--- config.mk ---
export PLATFORM = sky130hd
export DESIGN_NAME = credential_entry_ctrl_flat
export DESIGN_NICKNAME = d
export VERILOG_FILES = /design/src/rtl/credential_entry_ctrl_pkg.sv /design/src/rtl/credential_entry_ctrl_if.sv /design/src/rtl/credential_digit_buffer.sv /design/src/rtl/credential_entry_ctrl.sv /design/src/flat_wrapper.sv
export SDC_FILE = /design/constraint.sdc
export NUM_CORES = 1
export LEC_CHECK = 0
export CAP_MARGIN = 25
export CORE_MARGIN = 4
export CORE_UTILIZATION = 55
export DETAILED_ROUTE_END_ITERATION = 12
export PLACE_DENSITY_LB_ADDON = 0.05
export SYNTH_ARGS = -nofsm -noshare
export SYNTH_HDL_FRONTEND = slang
export SYNTH_HIERARCHICAL = 1
export SYNTH_SLANG_ARGS = --single-unit
--- constraint.sdc ---
create_clock -name clk -period 6.6 [get_ports clk]
set_input_delay 1.65 -clock clk [delete_from_list [all_inputs] [get_ports clk]]
set_output_delay 1.65 -clock clk [all_outputs]
set_load 0.05 [all_outputs]
--- src/rtl/credential_entry_ctrl_pkg.sv ---
// credential_entry_ctrl_pkg: shared state encodings, buffer geometry and nibble index mapping
package credential_entry_ctrl_pkg;
  typedef enum logic [1:0] {ENTRY = 2'd0, FLAG_HOLD = 2'd1, LOCKOUT = 2'd2, RESOLVE = 2'd3} state_e;
  localparam int MAX_DIGITS = 8;
  localparam int NIBBLE_W = 4;
  localparam int USER_BASE = 0;
  localparam int PASS_BASE = 4;
endpackage

--- src/rtl/credential_entry_ctrl_if.sv ---
// credential_entry_ctrl_if: button/checker inputs and credential/status outputs of the entry controller
interface credential_entry_ctrl_if;
  logic [3:0] digit_in;
  logic enter_pulse;
  logic back_pulse;
  logic clear_pulse;
  logic reset_count;
  logic flag;
  logic flag_select;
  logic [3:0] input_count;
  logic [15:0] user_name;
  logic [15:0] password;
  logic flag_resolve;
  logic locked_out;
  logic [1:0] state;
  modport master (
    output digit_in, enter_pulse, back_pulse, clear_pulse, reset_count, flag, flag_select,
    input input_count, user_name, password, flag_resolve, locked_out, state
  );
  modport slave (
    input digit_in, enter_pulse, back_pulse, clear_pulse, reset_count, flag, flag_select,
    output input_count, user_name, password, flag_resolve, locked_out, state
  );
endinterface

--- src/rtl/credential_digit_buffer.sv ---
// credential_digit_buffer: eight-nibble entry buffer with clear > backspace > append priority
module credential_digit_buffer
  import credential_entry_ctrl_pkg::*;
(
  input  logic clk,
  input  logic rst_n,
  input  logic clr,
  input  logic back,
  input  logic enter,
  input  logic [NIBBLE_W-1:0] digit,
  output logic [3:0] count,
  output logic [15:0] user_name,
  output logic [15:0] password
);
  logic [MAX_DIGITS-1:0][NIBBLE_W-1:0] buf_q, buf_d;
  logic [3:0] cnt_q, cnt_d;
  logic [2:0] last_idx;
  assign last_idx = 3'(cnt_q - 4'd1);
  always_comb begin
    buf_d = buf_q;
    cnt_d = cnt_q;
    if (clr) begin
      buf_d = '0;
      cnt_d = '0;
    end else if (back) begin
      if (cnt_q != '0) begin
        buf_d[last_idx] = '0;
        cnt_d = cnt_q - 4'd1;
      end
    end else if (enter && cnt_q != 4'(MAX_DIGITS)) begin
      buf_d[cnt_q[2:0]] = digit;
      cnt_d = cnt_q + 4'd1;
    end
  end
  always_ff @(posedge clk or negedge rst_n)
    if (!rst_n) begin
      buf_q <= '0;
      cnt_q <= '0;
    end else begin
      buf_q <= buf_d;
      cnt_q <= cnt_d;
    end
  assign count = cnt_q;
  assign user_name = buf_q[USER_BASE+3:USER_BASE];
  assign password = buf_q[PASS_BASE+3:PASS_BASE];
endmodule

--- src/rtl/credential_entry_ctrl.sv ---
// credential_entry_ctrl: digit entry sequencer with failed-login flag hold, lockout and resolve handshake
module credential_entry_ctrl
  import credential_entry_ctrl_pkg::*;
#(
  parameter int FLAG_HOLD_CYCLES = 50_000_000,
  parameter int LOCKOUT_CYCLES = 500_000_000,
  parameter int TIMER_W = 32
) (
  input logic clk,
  input logic rst_n,
  credential_entry_ctrl_if.slave bus
);
  localparam logic [TIMER_W-1:0] FLAG_T = TIMER_W'(FLAG_HOLD_CYCLES - 1);
  localparam logic [TIMER_W-1:0] LOCK_T = TIMER_W'(LOCKOUT_CYCLES - 1);
  state_e state_q, state_d;
  logic [TIMER_W-1:0] timer_q, timer_d;
  logic rc_q;
  logic rc_rise, clr, back, enter;
  assign rc_rise = bus.reset_count & ~rc_q;
  always_comb begin
    state_d = state_q;
    timer_d = timer_q;
    clr = rc_rise;
    back = 1'b0;
    enter = 1'b0;
    case (state_q)
      ENTRY: begin
        if (bus.flag) begin
          state_d = bus.flag_select ? LOCKOUT : FLAG_HOLD;
          timer_d = bus.flag_select ? LOCK_T : FLAG_T;
          clr = 1'b1;
        end else begin
          clr = rc_rise | bus.clear_pulse;
          back = bus.back_pulse;
          enter = bus.enter_pulse;
        end
      end
      FLAG_HOLD, LOCKOUT: begin
        if (timer_q == '0) state_d = RESOLVE;
        else timer_d = timer_q - TIMER_W'(1);
      end
      RESOLVE: state_d = bus.flag ? RESOLVE : ENTRY;
      default: state_d = ENTRY;
    endcase
  end
  always_ff @(posedge clk or negedge rst_n)
    if (!rst_n) begin
      state_q <= ENTRY;
      timer_q <= '0;
      rc_q <= 1'b0;
    end else begin
      state_q <= state_d;
      timer_q <= timer_d;
      rc_q <= bus.reset_count;
    end
  credential_digit_buffer u_buf (
    .clk(clk),
    .rst_n(rst_n),
    .clr(clr),
    .back(back),
    .enter(enter),
    .digit(bus.digit_in),
    .count(bus.input_count),
    .user_name(bus.user_name),
    .password(bus.password)
  );
  assign bus.state = state_q;
  assign bus.flag_resolve = state_q == RESOLVE;
  assign bus.locked_out = state_q == LOCKOUT;
endmodule

--- src/flat_wrapper.sv ---
// flat-port wrapper written by rule: the top's interface ports become plain ports
module credential_entry_ctrl_flat import credential_entry_ctrl_pkg::*;
#(
  parameter int FLAG_HOLD_CYCLES = 50_000_000,
  parameter int LOCKOUT_CYCLES = 500_000_000,
  parameter int TIMER_W = 32
)
  (clk, rst_n, bus_digit_in, bus_enter_pulse, bus_back_pulse, bus_clear_pulse, bus_reset_count, bus_flag, bus_flag_select, bus_input_count, bus_user_name, bus_password, bus_flag_resolve, bus_locked_out, bus_state);
  credential_entry_ctrl_if bus_i ();
  input logic clk;
  input logic rst_n;
  input wire logic [$bits(bus_i.digit_in)-1:0] bus_digit_in;
  input wire logic [$bits(bus_i.enter_pulse)-1:0] bus_enter_pulse;
  input wire logic [$bits(bus_i.back_pulse)-1:0] bus_back_pulse;
  input wire logic [$bits(bus_i.clear_pulse)-1:0] bus_clear_pulse;
  input wire logic [$bits(bus_i.reset_count)-1:0] bus_reset_count;
  input wire logic [$bits(bus_i.flag)-1:0] bus_flag;
  input wire logic [$bits(bus_i.flag_select)-1:0] bus_flag_select;
  output wire logic [$bits(bus_i.input_count)-1:0] bus_input_count;
  output wire logic [$bits(bus_i.user_name)-1:0] bus_user_name;
  output wire logic [$bits(bus_i.password)-1:0] bus_password;
  output wire logic [$bits(bus_i.flag_resolve)-1:0] bus_flag_resolve;
  output wire logic [$bits(bus_i.locked_out)-1:0] bus_locked_out;
  output wire logic [$bits(bus_i.state)-1:0] bus_state;
  assign bus_i.digit_in = bus_digit_in;
  assign bus_i.enter_pulse = bus_enter_pulse;
  assign bus_i.back_pulse = bus_back_pulse;
  assign bus_i.clear_pulse = bus_clear_pulse;
  assign bus_i.reset_count = bus_reset_count;
  assign bus_i.flag = bus_flag;
  assign bus_i.flag_select = bus_flag_select;
  assign bus_input_count = bus_i.input_count;
  assign bus_user_name = bus_i.user_name;
  assign bus_password = bus_i.password;
  assign bus_flag_resolve = bus_i.flag_resolve;
  assign bus_locked_out = bus_i.locked_out;
  assign bus_state = bus_i.state;
  credential_entry_ctrl #(.FLAG_HOLD_CYCLES(FLAG_HOLD_CYCLES), .LOCKOUT_CYCLES(LOCKOUT_CYCLES), .TIMER_W(TIMER_W)) u_core (.clk(clk), .rst_n(rst_n), .bus(bus_i));
endmodule
==> flow_metrics.py <==
metrics = {
    "worst_setup_path": {
        "cpPeakStageDelay_ps": 670,
        "r2r-start": "u_core/bus.state[0]",
        "crit_buf_inv": 1,
        "cp_max_fo": 20,
        "critPathKind": "primary input to flop",
        "start_kind": "primary input",
        "worstPathRequired_ps": 6880,
        "crit_family": "simple AND/OR/NAND/NOR gates",
        "reg2reg_slack_ps": 3450,
        "path_cells": "clkdlybuf4s50_1 -> nor2b_1 -> and2_1 -> nor2b_1 -> a22o_4 -> a21oi_2 -> a22o_1",
        "cpMaxStageDelayCell": "and2_1",
        "cp-end-kind": "flop",
        "crit_arrival_ps": 4260,
        "cp-startpoint": "bus_flag",
        "cpMostUsedCell": "nor2b_1",
    },
    "yosys": {
        "ys_seq_area_share_pct": 43.9,
        "avgSynthCellArea_sq_um": 9.79,
        "syn_nets": 431,
        "syn_inst": 413,
        "synthArstFlopShare_pct": 100,
        "synth_fa_ha_area_share_pct": 1.86,
        "synthSimpleGateAreaFrac_pct": 21.4,
        "synth_xor_area_share_pct": 0.650,
        "synth_compound_area_share_pct": 25.8,
        "syn_area_sq_mm": 0.00404,
        "yosys_warnings": 6,
        "synth_top_family_by_area": "compound AO/OA/AOI/OAI gates",
        "synth_edf_count": 0,
        "ys_ff_latch": 71,
        "yosysUniqueCellTypes": 66,
        "ys.flop_type": "dfrtp_1",
        "synth.mux.area_fraction_pct": 0.495,
    },
    "clock_network": {
        "cts_tree": "done",
        "insertion_delay_ps": 340,
        "root_buffer": "clkbuf_8",
        "ctsResizeCount": 0,
        "clock-sinks": 71,
        "holdBufCountCts": 0,
        "htreeDepth": 3,
        "clock_path_buffers": 2,
        "cts_buffers": 9,
        "cts_setup_buffers": 0,
        "clkTransAtPathRegs_ps": 70,
    },
    "run_status": {
        "status": "complete, no violations",
    },
    "floorplan": {
        "dieArea_sq_mm": 0.00879,
        "dieHeight_um": 93.7,
        "die_w_um": 93.7,
        "ios": 52,
        "initial_core_util_pct": 57.9,
        "std_cell_rows": 30,
        "coreArea_sq_mm": 0.00698,
    },
    "sta": {
        "hold_slack_ps": 509,
        "final.setup_skew_ps": 5.67,
        "rsz0062_at_grt": "false",
        "max_freq_ghz": 0.251,
        "relSlewSlack_pct": 32.2,
        "worst-slew-pin-transition_ps": 1010,
        "fin_crit_ps": 3980,
        "final-hold-violation-count": 0,
        "worst_slack_ps": 2620,
        "setup_viol": 0,
        "fin_crit_sh_pct": 60.3,
        "finalMaxSlewViolations": 0,
        "fin_setup_tns_ps": 0,
    },
    "layout": {
        "antenna_cells": 0,
        "area_growth_syn_to_layout_pct": 18.8,
        "final_cell_area_sq_mm": 0.00480,
        "drive_above_1_share_pct": 9.35,
        "nNetsFinal": 474,
        "fill_cells": 585,
    },
    "place": {
        "portBuffers": 51,
        "dp_hpwl_um": 7500,
        "dp_slack_ps": 2350,
        "place.gp.congestion": 0.857,
        "place_area_sq_mm": 0.00459,
    },
    "detailed_routing": {
        "dr.pass1.iters": 5,
        "vias": 3664,
        "post-route-drc-count": 0,
        "routed_wl_um": 11100,
        "wl_per_cell_um": 20.0,
        "drt_iter0_markers": 460,
        "antenna_left": 0,
        "vias_per_cell": 6.59,
    },
    "global_route": {
        "grtUsageTotal_pct": 27.0,
        "grt_pass1_vias": 3722,
        "grt_start_max_net_pins": 72,
        "grt_remaining_overflow": 0,
        "antenna_found_initial": 0,
        "grt_pass1_wl_um": 18600,
    },
    "job": {
        "cap_violations": 0,
    },
    "power_and_ir_drop": {
        "ir_worst_vdd_mv": 0.221,
        "p_leak_nw": 1.84,
        "p_per_area_mw_per_mm2": 437,
    },
    "worst_hold_path": {
        "hold_start": "u_core/u_buf/password[14]",
        "hp-class": "flop to flop",
    },
}
[placed cells by master (no fill, tap or decap), drive strengths merged, types with 4 or more instances in the layout]
master         instances
ha                     6
o32ai                 21
nand3                 14
nor4                   7
a31oi                  6
a211oi                 5
nand2b                10
o311ai                 4
dfrtp                 71
or4                   12
nor2b                  5
nand4                 11
clkbuf                 9
a22o                  19
nand2                 18
a211o                  4
clkdlybuf4s50         50
a311oi                 6
or3                    9
o31ai                 11
a22oi                  4
a21oi                 21
nor2                  19
inv                   33
and4                   5
o21ai                 17
nor3                  13
buf                    5
[routing by layer]
layer | part of all wire, % | up-vias | wire (um) | GRT usage, %
li1 | - | 1688 | - | -
met1 | 47 | 1790 | 5250 | 40.3
met2 | 44 | 168 | 4880 | 38.4
met3 | 7.7 | 18 | 855 | 5.61
met4 | 1.4 | 0 | 154 | 10.3
met5 | 0 | - | 0 | 0
[cell usage after synthesis (3+ instances only)]
cell	number	area, sq um
a211o_1	4	35.0
a211oi_1	5	37.5
a21oi_1	16	80.1
a21oi_2	5	43.8
a22o_1	18	158
a22oi_1	3	22.5
a311oi_1	6	52.6
a31oi_1	6	37.5
and2_1	3	18.8
and4_1	4	35.0
buf_2	7	35.0
clkbuf_1	12	45.0
dfrtp_1	71	1780
ha_1	6	75.1
inv_1	32	120
nand2_1	18	67.6
nand2b_1	10	62.6
nand3_1	14	70.1
nand4_1	9	56.3
nor2_1	19	71.3
nor2b_1	5	31.3
nor3_1	11	55.1
nor4_1	4	25.0
o21ai_0	14	70.1
o21ai_1	3	15.0
o22ai_1	3	18.8
o311ai_0	4	35.0
o31a_1	3	26.3
o31ai_1	11	82.6
o32ai_1	21	184
or3_1	9	56.3
or4_1	10	75.1
[flip-flops by register name (all words and copies together) (netlist names)]
name and count:
u_core/u_buf/user_name 16, u_core/rc_q 1, u_core/bus.state 2, u_core/u_buf/password 16, u_core/timer_q 32, u_core/u_buf/count 4
[path summary, 6_finish.rpt]
check	to	cells past startpoint
worst max-delay path	u_core/u_buf/password[15]	7
worst min-delay path	u_core/u_buf/password[14]	1
worst max register to register	u_core/timer_q[27]	7
worst min register to register	u_core/u_buf/password[14]	1
max in group asynchronous	u_core/timer_q[22]	2
min in group asynchronous	u_core/bus.state[0]	2
[power breakdown]
part	switching [mW]	total (mW)	internal, mW
logic	0.682	1.06	0.374
clock network	0.164	0.374	0.210
registers	0.130	0.669	0.539
[area by class of cell]
cell class                      count  area (sq um)  share of cell area (%)
Tap cell                           96           120                    2.50
Timing Repair Buffer               55           536                    11.2
Sequential cell                    71          1780                    37.0
Multi-Input combinational cell    286          2030                    42.4
Clock buffer                        9           124                    2.58
Inverter                           33           124                    2.58
Clock inverter                      6          86.3                    1.80
[stage by stage]
step / utilization [%] / power (mW) / std cells
floorplan: - / 1.44 / 413
global placement: 65.8 / 1.68 / 541
detailed placement: 65.8 / 1.70 / 541
CTS: 68.8 / 2.09 / 556
global route: 68.8 / 2.24 / 556
finish: 68.8 / 2.10 / 556
[cells by family after synthesis]
logic type | Yosys count
simple gates | 139
compound gates | 136
flops | 71
buf+inv | 56
fa+ha+maj | 6
xor+xnor | 3
mux | 2
Note: power is estimated with default switching activity, not from simulation.
